### config.mk
export PLATFORM = sky130hd
export DESIGN_NAME = simple_8bit
export DESIGN_NICKNAME = d
export VERILOG_FILES = /design/src/rtl/simple_8bit_pkg.sv /design/src/rtl/simple_8bit_bit.sv /design/src/rtl/simple_8bit.sv
export SDC_FILE = /design/constraint.sdc
export NUM_CORES = 1
export LEC_CHECK = 0
export ABC_AREA = 1
export CORE_AREA = 5 5 42 44
export CTS_CLUSTER_DIAMETER = 100
export CTS_CLUSTER_SIZE = 16
export DETAILED_ROUTE_END_ITERATION = 7
export DIE_AREA = 0 0 47 49
export GPL_ROUTABILITY_DRIVEN = 0
export SLEW_MARGIN = 5
export SYNTH_ARGS = -nofsm -noshare
export SYNTH_HDL_FRONTEND = slang
export SYNTH_HIERARCHICAL = 1
export SYNTH_SLANG_ARGS = --single-unit
### constraint.sdc
create_clock -name clk -period 0.8 [get_ports clk]
set_clock_uncertainty 0.05 [all_clocks]
set_input_delay 0.16 -clock clk [delete_from_list [all_inputs] [get_ports clk]]
set_output_delay 0.16 -clock clk [all_outputs]
set_load 0.02 [all_outputs]
### src/rtl/simple_8bit_pkg.sv
// simple_8bit_pkg: shared constants and word type for the simple_8bit
// register family. Optional load enable is selected by SIMPLE_8BIT_LOAD_EN.
package simple_8bit_pkg;

  localparam int SIMPLE_8BIT_WIDTH = 8;

  typedef logic [SIMPLE_8BIT_WIDTH-1:0] simple_8bit_word_t;

  localparam simple_8bit_word_t SIMPLE_8BIT_RESET = 8'h00;

endpackage : simple_8bit_pkg

### src/rtl/simple_8bit_bit.sv
// simple_8bit_bit: one storage bit of the simple_8bit register.
// D flip-flop with synchronous active-high reset and a load enable.
// The enable is tied high by the parent when SIMPLE_8BIT_LOAD_EN is undefined.
module simple_8bit_bit #(
  parameter logic RESET_BIT = 1'b0
) (
  input  logic clk,
  input  logic rst,
  input  logic d,
  input  logic en,
  output logic q
);

  logic r_q;

  // Reset wins over enable; with enable low the bit simply holds.
  always_ff @(posedge clk) begin
    if (rst) begin
      r_q <= RESET_BIT;
    end else if (en) begin
      r_q <= d;
    end
  end

  assign q = r_q;

endmodule : simple_8bit_bit

### src/rtl/simple_8bit.sv
// simple_8bit: WIDTH-bit parallel-in/parallel-out register, one cycle latency.
// Define SIMPLE_8BIT_LOAD_EN to add the 'en' load-enable port; otherwise the
// register loads D on every clock where rst is low.
module simple_8bit
  import simple_8bit_pkg::*;
#(
  parameter int               WIDTH       = SIMPLE_8BIT_WIDTH,
  parameter logic [WIDTH-1:0] RESET_VALUE = SIMPLE_8BIT_RESET
) (
  input  logic             clk,
  input  logic             rst,
  input  logic [WIDTH-1:0] D,
`ifdef SIMPLE_8BIT_LOAD_EN
  input  logic             en,
`endif
  output logic [WIDTH-1:0] Q
);

  logic w_en;

`ifdef SIMPLE_8BIT_LOAD_EN
  assign w_en = en;
`else
  assign w_en = 1'b1;
`endif

  // Each lane is an independent flop; Q is driven straight from the flops,
  // so there is no combinational path from D to Q.
  generate
    for (genvar gi = 0; gi < WIDTH; gi++) begin : g_bit
      simple_8bit_bit #(
        .RESET_BIT(RESET_VALUE[gi])
      ) u_bit (
        .clk(clk),
        .rst(rst),
        .d  (D[gi]),
        .en (w_en),
        .q  (Q[gi])
      );
    end
  endgenerate

endmodule : simple_8bit

==> run metrics <==
status finished with violations; failing checks setup timing; total chip power 988.8 µW; clock slew at reported path FFs 0.06 ns; dominant cell type by area after synthesis dfxtp_1; vias in the first global route 321; top post-synthesis cells by area dfxtp_1 (44%), inv_1 (16%), nand2_1 (16%), nor2_2 (14%), nor2_1 (8.2%); CTS root buffer clkbuf_4; Syn-to-layout area delta 83.16%; Top-Level Pins 18; Arr. time, crit path 0.70 ns; Netlist cell types 6; CTS sink cnt 8; crit-path leading delay family flip-flops; top cell type's share of synthesized area 43.99%; Pre-Repair DR Iteration Count 3; register area share after synthesis 43.99%; cell area power density 1483 nW/µm²; H-Tree Depth 1; Final min period 0.9139 ns; hold slack 0.3923 ns; setup ws final -0.1139 ns; fin crit share 114.2%; Crit path largest cell delay 0.34 ns; CP endpoint kind primary output; Cell Rows 14; Max Fanout on Critical Path 2; first-pass GRT wire length 1166 µm; antenna violations before repair 0; Starting DRT DRC Count 4; largest net degree at the start of global routing 9; WP data required 0.59 ns; WP buf/inv 1; core region area 1401 µm²; routed vias 370; # nets final 106; Pins Over Slew Limit 0; crit path cell chain buf_6; Achievable Freq 1.094 GHz; Starting Density 25.98%; total of max-cap violations 0; cell area after synthesis 364.1 µm²; #FFs+latches synth 8; die area 2303 µm²; P_leak 0.0003920 µW; routed wire length per instance 6.909 µm; WS Path Type reg2out; Peak VDD IR 699.8 µV; Total GRT Usage 7.546%; gr ovfl total 0; final setup vio count 8; CTS Buf Count 3; die width 47 µm; Final Hold Vio Count 0; Place WS -0.3530 ns; warnings from Yosys 6; CTS Buffer Depth 2; slowest CP cell dfxtp_2; DRC 0; HP Class in2reg; Syn Area/Cell 6.388 µm²; RSZ-0062 raised after global routing true; Die Y 49 µm; ant diodes 0; share of layout cells above drive strength 1 30.85%; IO buf count 17; Detail Placement HPWL 621.1 µm; Syn Inst Count 57; max reg flops 8; CTS tree yes; antenna viol nets, final 0; DR vias/cell 3.364; Setup crit start kind register; setup_tns -0.8029 ns; final WL 760 µm
==> per-stage QoR <==
stage / instance area (µm²) / util [%] / instances
final: 666.9 / 47.59 / 110
after detailed placement: 618.1 / 44.11 / 106
after global routing: 666.9 / 47.59 / 110
after CTS: 659.4 / 47.05 / 109
after floorplan: 420.4 / - / 72
after global placement: 618.1 / 44.11 / 106
==> power by group <==
part           switching [µW]  leakage, µW  total, µW  internal [µW]
Sequential               19.0    0.0000688        452            433
Combinational             108     0.000309        233            125
Clock                     133    0.0000138        304            171
Total                     259     0.000392        989            729
==> placed cells by master (no fill, tap or decap) <==
| cell | Yosys | routed |
|---|---|---|
| inv_1 | 16 | 16 |
| clkbuf_4 | 0 | 3 |
| dlygate4sd2_1 | 0 | 1 |
| buf_4 | 0 | 2 |
| clkdlybuf4s50_1 | 0 | 8 |
| nor2_1 | 8 | 8 |
| nand2_1 | 16 | 16 |
| conb_1 | 1 | 16 |
| dfxtp_2 | 0 | 8 |
| nor2_2 | 8 | 8 |
| buf_6 | 0 | 8 |
==> layout make-up <==
class / count / area, µm²
multi-input cells: 48 / 200.2
clock buffers: 3 / 22.52
fillers: 168 / 734.5
inverters: 16 / 60.06
well taps: 16 / 20.02
repair buffers: 19 / 193.9
flip-flops and latches: 8 / 170.2
==> logic make-up (layout without fill, tap and decap cells) <==
kind of cell,count (synthesis),count (layout),share of synthesized area [%]
flops,8,8,43.99
other cells,1,16,1.030
simple gates,32,32,38.49
buf+inv,16,38,16.50
==> per-layer routing <==
metal,wire length (µm),global-route usage [%],part of all wire [%]
met5,0,0,0
met4,15,6.912,2.0
met3,85,4.059,11
met2,358,11.31,47
met1,300,6.843,39
==> cell usage after synthesis <==
| master | n |
|---|---|
| nand2_1 | 16 |
| dfxtp_1 | 8 |
| nor2_1 | 8 |
| inv_1 | 16 |
| conb_1 | 1 |
| nor2_2 | 8 |
==> worst paths after layout <==
check / endpoint / cells after the start / startpoint / slack, ns
worst max-delay path: Q[0] / 1 / g_bit[0].u_bit/q / -0.11
worst min-delay path: g_bit[6].u_bit/q / 4 / rst / 0.39
==> what timing repair did <==
| item | CTS | global route |
|---|---|---|
| endpoints found under the hold margin | 0 | 0 |
| hold buffers | 0 | 0 |
| setup buffers | 0 | 1 |
| endpoints found under the setup margin | 16 | 8 |
| resized for setup | 57 | 0 |
(Power assumes the default switching activity.)
==> edit 1, RTL diff (config.mk and constraints unchanged) <==
Change the package constant `SIMPLE_8BIT_WIDTH` from 8 to 12.
--- a/src/rtl/simple_8bit_pkg.sv
+++ b/src/rtl/simple_8bit_pkg.sv
@@ -2,7 +2,7 @@
 // register family. Optional load enable is selected by SIMPLE_8BIT_LOAD_EN.
 package simple_8bit_pkg;
 
-  localparam int SIMPLE_8BIT_WIDTH = 8;
+  localparam int SIMPLE_8BIT_WIDTH = 12;
 
   typedef logic [SIMPLE_8BIT_WIDTH-1:0] simple_8bit_word_t;
 
Interface: changed (resized D and Q); port bits go from 18 to 26. No check against the original RTL was run, so the function may have changed too.
==> edit 1 against the original RTL <==
The run still ends with negative setup slack left; fmax shrank 1.4%; worst setup slack lost 0.013 ns; sequential cell count grew 4; combinational power grew 56%; first-iteration DRC count grew 25%; die area is the same; cell count grew 44%; global-route usage grew 4.3 points; wire length grew 50%; cell area grew 50%; synthesized area grew 49%; power grew 42%; critical endpoint is now Q[3]; largest cell class is now non-clock buffers; highest routed layer unchanged.
==> edit 1: results (changes against the original RTL) <==
largest net degree at the start of global routing=7 (-2); Pre-antenna DRT Iters=2 (-1); Worst IR Drop VDD=860 uV (+23%); Hold Path Sink=g_bit[0].u_bit/q; power share of the clock group=0.257 (-0.051); CP top delay family=flip-flops; Final WS setup=-0.127 ns (-0.0128 ns); Comb group=364 uW (+56%); TNS Setup=-1.47 ns (-0.663 ns); Setup Buffers After CTS=2 (+2); critical path endpoint=Q[3]; leakage=0.594 nW (+52%); largest cells by area after synthesis=dfxtp_1, inv_1, nand2_1; status=finished, violations left; fin nets=158 (+49%); Switch Pwr=379 uW (+46%); met3 wire length=89 um (+4.7%); GR Layer Usage met3=0.0369 (-0.00369); PostCTS Resize Cnt=86 (+51%); total number of vias=553 (+49%); Critical Path Source=g_bit[3].u_bit/q; pre-CTS WS=-0.336 ns (+0.0167 ns); met1 GRT Util=0.132 (+0.0633); placed cell areas=916 sq um (+48%); Port Buf Inserts=25 (+8); failing checks=negative setup slack; DP HPWL=898 um (+45%); vias in the first global route=542 (+69%); Antenna diodes=0 (unchanged); syn avg cell area=6.40 sq um (+0.24%); Total GRT Usage=0.119 (+0.0434); Via-to-Cell Ratio=3.50 (+4.1%); Post-synth top cells=inv_1, nand2_1, dfxtp_1, nor2_1, nor2_2; wire length on met2=548 um (+53%); share of layout cells above drive strength 1=0.317 (+0.00839); register area share after synthesis=0.441 (+0.00152); Final Setup Violations=12 (+4); Worst Hold Depth=5 (+1); first-pass GRT wire length=2010 um (+73%); # placed instances=151 (+42%); Final Total Pwr=1.40 mW (+42%); met2 usage=0.190 (+0.0769); WL met1=491 um (+64%); wire per inst=7.22 um (+4.4%)
[edit 1: cell types whose count changed in the layout (fill, tap and decap cells not counted)]
| cell | unedited run | this run |
|---|---|---|
| buf_6 | 8 | 13 |
| clkdlybuf4s50_1 | 8 | 12 |
| dfxtp_2 | 8 | 12 |
| conb_1 | 16 | 24 |
| nor2_2 | 8 | 12 |
| nor2_1 | 8 | 12 |
| buf_4 | 2 | 5 |
| inv_1 | 16 | 24 |
| nand2_1 | 16 | 24 |
[edit 1: stage by stage]
step,hold WS [ns],utilization
6_report,0.361,0.714
5_1_grt,0.371,0.714
4_1_cts,0.358,0.704
3_5_place_dp,0.743,0.654
3_3_place_gp,0.730,0.654
2_1_floorplan,0.268,-
[edit 1: area by class of cell]
cell class / instances / area (sq um)
clock buffers: 3 / 22.5
fillers: 135 / 400
inverters: 24 / 90.1
multi-input cells: 72 / 300
flip-flops and latches: 12 / 255
well taps: 16 / 20.0
repair buffers: 31 / 313
==> edit 2, RTL diff (same flow settings) <==
Made on the original files. Put a register stage on the output `Q`. The value now appears one clock later. Comments in the files are not updated.
--- a/src/rtl/simple_8bit.sv
+++ b/src/rtl/simple_8bit.sv
@@ -15,6 +15,8 @@
 `endif
   output logic [WIDTH-1:0] Q
 );
+
+  logic [WIDTH-1:0] Q_d;
 
   logic w_en;
 
@@ -35,10 +37,14 @@
         .rst(rst),
         .d  (D[gi]),
         .en (w_en),
-        .q  (Q[gi])
+        .q  (Q_d[gi])
       );
     end
   endgenerate
 
+  always_ff @(posedge clk) begin
+      Q <= Q_d;
+  end
+
 endmodule : simple_8bit
 
Behaviour: not the same (a bounded check fails within 4 cycles, from zero or initial values and one cycle with rst high).
==> edit 2 against the original RTL <==
The run still ends with negative setup slack left; sequential cell count increased by 8; synthesized area increased by 44%; worst setup slack got worse by 0.018 ns; critical path depth unchanged; clock power increased by 71%; wire length decreased by 1.4%; power increased by 64%; cell area increased by 24%.
==> edit 2: results (changes against the original RTL) <==
Final WS setup=-0.132 ns (-0.0182 ns); vias in the first global route=365 (+14%); max layer used=met4; Critical Path Source=Q[5]; Synth Instances=65 (+14%); leakage=0.455 nW (+16%); PD cells=1960 nW/um^2 (+32%); Flop pwr share=0.543 (+0.086); largest net degree at the start of global routing=10 (+1); Setup Buffers After CTS=0 (unchanged); Worst-path clk slew=0.09 ns (+0.03 ns); hold crit path type=flip-flop to flip-flop; post-synthesis mux area share=0 (unchanged); met1 GRT Util=0.0738 (+0.00539); Routed WL=749 um (-1.4%); Via-to-Cell Ratio=3.48 (+3.4%); met3 wire length=48 um (-44%); Fillers=133 (-21%); Starting DRT DRC Count=2 (-2); largest cells by area after synthesis=dfxtp_1, inv_1, nand2_1; Switch Pwr=370 uW (+42%); Post-synth top cells=dfxtp_1, inv_1, nand2_1; register area share after synthesis=0.611 (+0.171); Pre-antenna DRT Iters=2 (-1); area of the multi-input gates=200 sq um (unchanged); TNS Setup=-1.04 ns (-0.239 ns); placed cell areas=771 sq um (+25%); WL met1=288 um (-4.0%); pre-CTS WS=-0.340 ns (+0.0129 ns); first-pass GRT wire length=1260 um (+7.6%); Total GRT Usage=0.0744 (-0.00110); Synth Area in Compound Gates=0 (unchanged); crit path max fanout=1 (-1); DP HPWL=640 um (+3.0%); H-tree levels=1 (unchanged); Worst IR Drop VDD=1000 uV (+43%); slowest stage delay, CP=0.33 ns; share of layout cells above drive strength 1=0.277 (-0.0313); # placed instances=113 (+6.6%); Netlist cell types=6 (unchanged); Antenna diodes=0 (unchanged); status=finished, violations left; Max Buffers Root-to-Sink=2 (unchanged); Final Setup Violations=8 (unchanged); wire length on met2=398 um (+11%); met2 usage=0.129 (+0.0158); WP data arrival=0.72 ns (+0.02 ns); GR Layer Usage met3=0.0111 (-0.0295); power share of the clock group=0.320 (+0.012); Post-Layout Cell Count=117 (+6.4%); critical path endpoint=Q[5]; failing checks=negative setup slack
-- edit 2: cell count changes in the layout (fill, tap and decap cells not counted), sizes merged --
cell | unedited run | this run
clkbuf | 3 | 4
dfxtp | 8 | 16
buf | 10 | 8
-- edit 2: how the worst min path moves through the flow --
stage	start	to	slack, ns	depth (start not counted)
after floorplan	rst	g_bit[0].u_bit/q	0.27	3
after global placement	g_bit[3].u_bit/q	Q[3]	0.29	0
after detailed placement	g_bit[6].u_bit/q	Q[6]	0.29	0
after CTS	g_bit[6].u_bit/q	Q[6]	0.30	0
after global routing	g_bit[6].u_bit/q	Q[6]	0.30	0
final	g_bit[6].u_bit/q	Q[6]	0.30	0
-- edit 2: final cells by class --
type,instances,share of cell area
Clock buffer,4,0.0439
Inverter,16,0.0727
Multi-Input combinational cell,48,0.242
Sequential cell,16,0.400
Tap cell,16,0.0242
Timing Repair Buffer,17,0.217
-- edit 2: cell families after synthesis --
family        count (synthesis)
other cells                   1
buf+inv                      16
simple gates                 32
flops                        16
